<file path="src/rtl/ram_arb_pkg.sv">
// Shared definitions for the two-client RAM arbiter: client count,
// client index constants and the last-winner pointer type.
package ram_arb_pkg;

   localparam int NUM_CLIENTS = 2;

   // A pointer names one client, so it is one client index wide.
   typedef logic [$clog2(NUM_CLIENTS)-1:0] client_ptr_t;

   localparam client_ptr_t CLIENT_0 = 1'b0;
   localparam client_ptr_t CLIENT_1 = 1'b1;

   // Converts a one-hot two-client grant into the index of the winner.
   function automatic client_ptr_t grantToIndex(input logic [NUM_CLIENTS-1:0] grant);
      return grant[1] ? CLIENT_1 : CLIENT_0;
   endfunction

endpackage

</file>
<file path="src/rtl/rr_pick2.sv">
// Two-way pick: turns a 2-bit request vector and the last-winner pointer
// into a one-hot grant. On a tie the client that did not win last time
// is chosen; a lone requester is always chosen.
module rr_pick2
   import ram_arb_pkg::*;
(
   input  logic [NUM_CLIENTS-1:0] i_req,
   input  client_ptr_t            i_lastWinner,
   output logic [NUM_CLIENTS-1:0] o_grant
);

   // Resolve ties against the previous winner, pass single requests through.
   always_comb begin
      o_grant = '0;
      if (i_req == 2'b11) begin
         o_grant = (i_lastWinner == CLIENT_0) ? 2'b10 : 2'b01;
      end else begin
         o_grant = i_req;
      end
   end

endmodule

</file>
<file path="src/rtl/ram_arbiter_2c.sv">
// Two-client arbiter in front of a RAM with one read and one write port.
// Reads and writes are arbitrated independently with combinational grants;
// read data comes back one cycle after its grant on a shared bus tagged by
// a one-hot valid.
// Configuration macro RAM_ARB_ROUND_ROBIN_EN: when defined, ties are broken
// round-robin with separate read/write last-winner pointers; when undefined,
// client 0 always wins ties and no pointer state exists.
module ram_arbiter_2c
   import ram_arb_pkg::*;
#(
   parameter int DATA_WIDTH = 8,
   parameter int ADDR_WIDTH = 10
)
(
   input  logic                  Clock,
   input  logic                  Reset,
   input  logic [1:0]            iReadReq,
   input  logic [ADDR_WIDTH-1:0] iReadAddr0,
   input  logic [ADDR_WIDTH-1:0] iReadAddr1,
   output logic [1:0]            oReadGrant,
   output logic [1:0]            oReadValid,
   output logic [DATA_WIDTH-1:0] oReadData,
   input  logic [1:0]            iWriteReq,
   input  logic [ADDR_WIDTH-1:0] iWriteAddr0,
   input  logic [ADDR_WIDTH-1:0] iWriteAddr1,
   input  logic [DATA_WIDTH-1:0] iWriteData0,
   input  logic [DATA_WIDTH-1:0] iWriteData1,
   output logic [1:0]            oWriteGrant,
   output logic                  oRamWriteEnable,
   output logic [ADDR_WIDTH-1:0] oRamWriteAddress,
   output logic [DATA_WIDTH-1:0] oRamDataIn,
   output logic [ADDR_WIDTH-1:0] oRamReadAddress,
   input  logic [DATA_WIDTH-1:0] iRamDataOut
);

   client_ptr_t           w_readPtr;
   client_ptr_t           w_writePtr;
   logic [1:0]            w_readPick;
   logic [1:0]            w_writePick;
   logic [1:0]            w_readGrant;
   logic [1:0]            w_writeGrant;
   logic [ADDR_WIDTH-1:0] w_readAddrSel;
   logic [ADDR_WIDTH-1:0] r_readAddrHold;
   logic [1:0]            r_readValid;

`ifdef RAM_ARB_ROUND_ROBIN_EN
   client_ptr_t r_readLast;
   client_ptr_t r_writeLast;

   // Remember the last read and write winners; reset so client 0 wins the first tie.
   always_ff @(posedge Clock) begin
      if (Reset) begin
         r_readLast  <= CLIENT_1;
         r_writeLast <= CLIENT_1;
      end else begin
         if (|w_readGrant) begin
            r_readLast <= grantToIndex(w_readGrant);
         end
         if (|w_writeGrant) begin
            r_writeLast <= grantToIndex(w_writeGrant);
         end
      end
   end

   assign w_readPtr  = r_readLast;
   assign w_writePtr = r_writeLast;
`else
   // Fixed priority: a permanent "client 1 won last" makes client 0 win every tie.
   assign w_readPtr  = CLIENT_1;
   assign w_writePtr = CLIENT_1;
`endif

   rr_pick2 u_readPick (
      .i_req        (iReadReq),
      .i_lastWinner (w_readPtr),
      .o_grant      (w_readPick)
   );

   rr_pick2 u_writePick (
      .i_req        (iWriteReq),
      .i_lastWinner (w_writePtr),
      .o_grant      (w_writePick)
   );

   // Requests seen during reset are dropped rather than granted or queued.
   assign w_readGrant  = Reset ? 2'b00 : w_readPick;
   assign w_writeGrant = Reset ? 2'b00 : w_writePick;

   assign oReadGrant  = w_readGrant;
   assign oWriteGrant = w_writeGrant;

   assign w_readAddrSel = w_readGrant[1] ? iReadAddr1 : iReadAddr0;

   // Keep the last granted read address so the RAM address is stable when idle,
   // and track which client owns the data returning next cycle.
   always_ff @(posedge Clock) begin
      if (Reset) begin
         r_readAddrHold <= '0;
         r_readValid    <= 2'b00;
      end else begin
         if (|w_readGrant) begin
            r_readAddrHold <= w_readAddrSel;
         end
         r_readValid <= w_readGrant;
      end
   end

   // A read granted just before reset must not report valid data during reset.
   assign oReadValid      = Reset ? 2'b00 : r_readValid;
   assign oReadData       = Reset ? '0 : iRamDataOut;
   assign oRamReadAddress = Reset ? '0 :
                            ((|w_readGrant) ? w_readAddrSel : r_readAddrHold);

   // Write path is purely combinational: the granted client drives the RAM this cycle.
   always_comb begin
      oRamWriteEnable  = 1'b0;
      oRamWriteAddress = '0;
      oRamDataIn       = '0;
      if (w_writeGrant[0]) begin
         oRamWriteEnable  = 1'b1;
         oRamWriteAddress = iWriteAddr0;
         oRamDataIn       = iWriteData0;
      end else if (w_writeGrant[1]) begin
         oRamWriteEnable  = 1'b1;
         oRamWriteAddress = iWriteAddr1;
         oRamDataIn       = iWriteData1;
      end
   end

endmodule

</file>
<file path="config.mk">
export PLATFORM = sky130hd
export DESIGN_NAME = ram_arbiter_2c
export DESIGN_NICKNAME = d
export VERILOG_FILES = /design/src/rtl/ram_arb_pkg.sv /design/src/rtl/rr_pick2.sv /design/src/rtl/ram_arbiter_2c.sv
export SDC_FILE = /design/constraint.sdc
export NUM_CORES = 1
export LEC_CHECK = 0
export CAP_MARGIN = 20
export CELL_PAD_IN_SITES_DETAIL_PLACEMENT = 0
export CELL_PAD_IN_SITES_GLOBAL_PLACEMENT = 1
export CORE_AREA = 3 3 65 112
export CTS_CLUSTER_SIZE = 28
export DETAILED_ROUTE_END_ITERATION = 16
export DIE_AREA = 0 0 68 115
export PLACE_DENSITY = 0.85
export SYNTH_ARGS = -nofsm -noshare
export SYNTH_HDL_FRONTEND = slang
export SYNTH_SLANG_ARGS = --single-unit
</file>
<file path="constraint.sdc">
create_clock -name Clock -period 0.8 [get_ports Clock]
set_input_delay 0.12 -clock Clock [delete_from_list [all_inputs] [get_ports Clock]]
set_output_delay 0.12 -clock Clock [all_outputs]
set_load 0.05 [all_outputs]
</file>
==> summary.txt, run 1 <==
Outcome
  – Status: finished with violations
  – Failing checks: setup timing

Worst setup path
  – Worst path buffer plus inverter count: 1
  – Critical Path RT: 0.68 ns
  – CP top delay family: flip-flops
  – Worst path max stage delay: 0.33 ns
  – Arrival time at the worst endpoint: 1.12 ns
  – CP max FO: 2
  – Worst Setup Start Kind: flop
  – CP endpoint kind: output pin
  – Setup CP Type: flop to output pin
  – CP max-delay cell: dfxtp_2
  – CP Cell Sequence: mux2i_4, a211oi_4, buf_12

Logic synthesis
  – Post-synth top area share: 25.1%
  – Ranking of synthesized cells by area: dfxtp_1 (25%), nand3b_1 (14%), nor2b_1 (14%)
  – Distinct cells, synth: 14
  – Post-Synthesis Cells: 129
  – Flip-flop and latch count after synthesis: 12
  – Mapped Area: 956 µm²
  – Synth warn: 0
  – Post-synth net total: 199
  – Syn Area/Cell: 7.41 µm²
  – Post-synthesis sequential area ratio: 25.1%
  – Synth area leader: dfxtp_1

Drt
  – Initial DRC count: 50
  – DR pass1 iterations: 4
  – Wire length per cell: 18.8 µm
  – Detailed-route DRC error count: 0
  – Routed via count: 1520
  – DR vias/cell: 4.38
  – Routed Antenna Nets: 0
  – WL final: 6520 µm

Timing
  – Max Fclk: 0.808 GHz
  – Fin crit share: 155%
  – Period minus WS final: 1.24 ns
  – Worst Skew: 0 ns
  – Sum Neg Setup Slack: -10.12 ns
  – Hold Vio Cnt, Final: 0
  – RSZ-0062 raised after global routing: yes
  – Setup ws final: -0.437 ns
  – Slew @ Worst Pin: 0.287 ns
  – # setup viols final: 45
  – Slew Limit Fails: 0
  – Max_slew headroom: 80.9%

Clocking
  – CTS tree: done
  – Skew-Pair Late Insertion Delay: 0.24 ns
  – CTS Buf Count: 3
  – CTS Buffer Depth: 2
  – Hold buffers post-CTS: 0
  – Root Buffer: clkbuf_16
  – Clock Pin Slew Worst Setup and Hold Paths: 0.04 ns
  – H-tree Lvls: 1
  – Total clock sinks: 12

Floorplanning
  – Die height: 115 µm
  – Cell row count: 39
  – Die X-Extent: 68 µm
  – Core Box Area: 0.00654 mm²
  – I/O Pins: 113
  – Die area: 0.00782 mm²
  – Initial core utilization: 14.6%

Cells and area
  – Non-filler cells in the finished layout: 347
  – Layout cells sized above 1: 64.3%
  – Fin area: 0.00385 mm²
  – Fill count: 508
  – Area grow syn2layout: 303%
  – Nets: 334

Pwr
  – Tot Pwr: 0.00412 W
  – LEAKAGE: 1.56 nW
  – Peak VDD IR: 1.37 mV
  – Power Density: 1070 mW/mm²

GRT
  – GR Overflow Total: 0
  – Pin count of the biggest net entering global routing: 13
  – Vias in the first global route: 1678
  – Initial antenna violation count: 2
  – GRT Util Overall: 16.2%
  – Global-route wire length before repair: 9310 µm

Job
  – Max cap viols: 0

Worst hold path
  – HP Class: primary input to flop

Placement
  – Placed Cells: 320
  – PortBufs: 112
  – Routability Congestion: 0.749
  – Placed instance area: 0.00309 mm²
  – DPL Wire Length: 4100 µm
[where the power goes]
part	total, W	leakage, nW	internal (W)	switching [W]
Sequential	0.000679	0.103	0.000651	0.0000274
Combinational	0.00241	1.41	0.00126	0.00115
Clock	0.00103	0.0442	0.000756	0.000278
Total	0.00412	1.56	0.00267	0.00145
[timing repair]
action,in CTS,in global routing
resized for setup,151,28
buffers inserted,7,3
endpoints found under the setup margin,54,50
cloned,11,1
pin swaps,59,26
[state kept, by name, summed over array words and instances (netlist names)]
register,flops
r_readValid,2
r_readAddrHold,10
[synth_stat cells, drive strengths merged]
master / count
a21oi: 18
buf: 5
nor3b: 3
clkbuf: 9
nand3b: 18
mux2i: 10
a211oi: 10
nor2b: 21
nor2: 4
nand2: 18
inv: 1
dfxtp: 12
[worst register-to-register path, stage by stage (launching register included)]
cell,delay [ns]
dfxtp_2,0.31
mux2i_2,0.08
a211oi_4,0.28
buf_4,0.16
[per-layer routing]
layer	wire (µm)	vias up	track usage [%]	share of wire [%]
li1	-	714	-	-
met1	1950	724	15.6	30
met2	4000	76	32.2	61
met3	496	6	3.32	7.6
met4	70	0	5.18	1.1
met5	0	-	0	0
[cells in the final DEF, fill, tap and decap left out]
cell type	instances
nor3b_4	2
diode_2	2
clkbuf_16	4
nand3b_1	18
a211oi_4	10
nor3b_2	1
dlymetal6s2s_1	1
dlygate4sd2_1	54
dfxtp_2	10
buf_12	50
inv_2	1
a21oi_4	18
dfxtp_1	2
clkdlybuf4s50_1	9
mux2i_4	7
buf_4	7
buf_6	8
nand2_2	3
nor2_1	1
nand2_4	15
buf_8	4
nor2b_1	9
nor2b_2	1
nor2_4	3
mux2i_2	3
clkbuf_8	1
buf_16	10
nor2b_4	11
[stage by stage]
step | utilization [%] | hold WS (ns) | setup slack (ns)
floorplan | - | 0.397 | -0.355
finish | 58.9 | 0.202 | -0.437
global route | 58.9 | 0.214 | -0.474
CTS | 56.6 | 0.206 | -0.441
detailed placement | 47.3 | 0.550 | -0.750
global placement | 47.3 | 0.550 | -0.715
[final timing paths]
path,slack (ns),cells past startpoint,start,endpoint
min reg2reg,0.63,2,r_readAddrHold[9],r_readAddrHold[9]
max,-0.44,3,r_readAddrHold[5],oRamReadAddress[5]
min,0.20,3,iReadReq[0],r_readValid[1]
max reg2reg,-0.09,3,r_readAddrHold[8],r_readAddrHold[8]
[cell families (layout without fill, tap and decap cells)]
logic type	after synthesis	after routing	synth area share [%]
compound gates	28	28	17.3
simple gates	64	64	39.9
buf+inv	15	149	7.20
other cells	0	2	0
flops	12	12	25.1
mux	10	10	10.5
[cell type report]
cell class	instances	area, µm²	share of cell area [%]
Tap cell	82	103	2.66
Inverter	1	3.75	0.0975
Antenna cell	2	5.00	0.130
Multi-Input combinational cell	102	1320	34.2
Clock buffer	4	88.8	2.31
Timing Repair Buffer	144	2080	54.0
Sequential cell	12	253	6.56
Note: power is estimated with default switching activity, not from simulation.
==> run 2, diff against run 1 <==
--- a/config.mk
+++ b/config.mk
@@ -5,7 +5,7 @@
 export SDC_FILE = /design/constraint.sdc
 export NUM_CORES = 1
 export LEC_CHECK = 0
-export CAP_MARGIN = 20
+export CAP_MARGIN = 0
 export CELL_PAD_IN_SITES_DETAIL_PLACEMENT = 0
 export CELL_PAD_IN_SITES_GLOBAL_PLACEMENT = 1
 export CORE_AREA = 3 3 65 112
@@ -13,6 +13,7 @@
 export DETAILED_ROUTE_END_ITERATION = 16
 export DIE_AREA = 0 0 68 115
 export PLACE_DENSITY = 0.85
+export SLEW_MARGIN = 10
 export SYNTH_ARGS = -nofsm -noshare
 export SYNTH_HDL_FRONTEND = slang
 export SYNTH_SLANG_ARGS = --single-unit
==> results of run 2 <==
No change in the layout: final DEF, timing and power equal those of run 1.
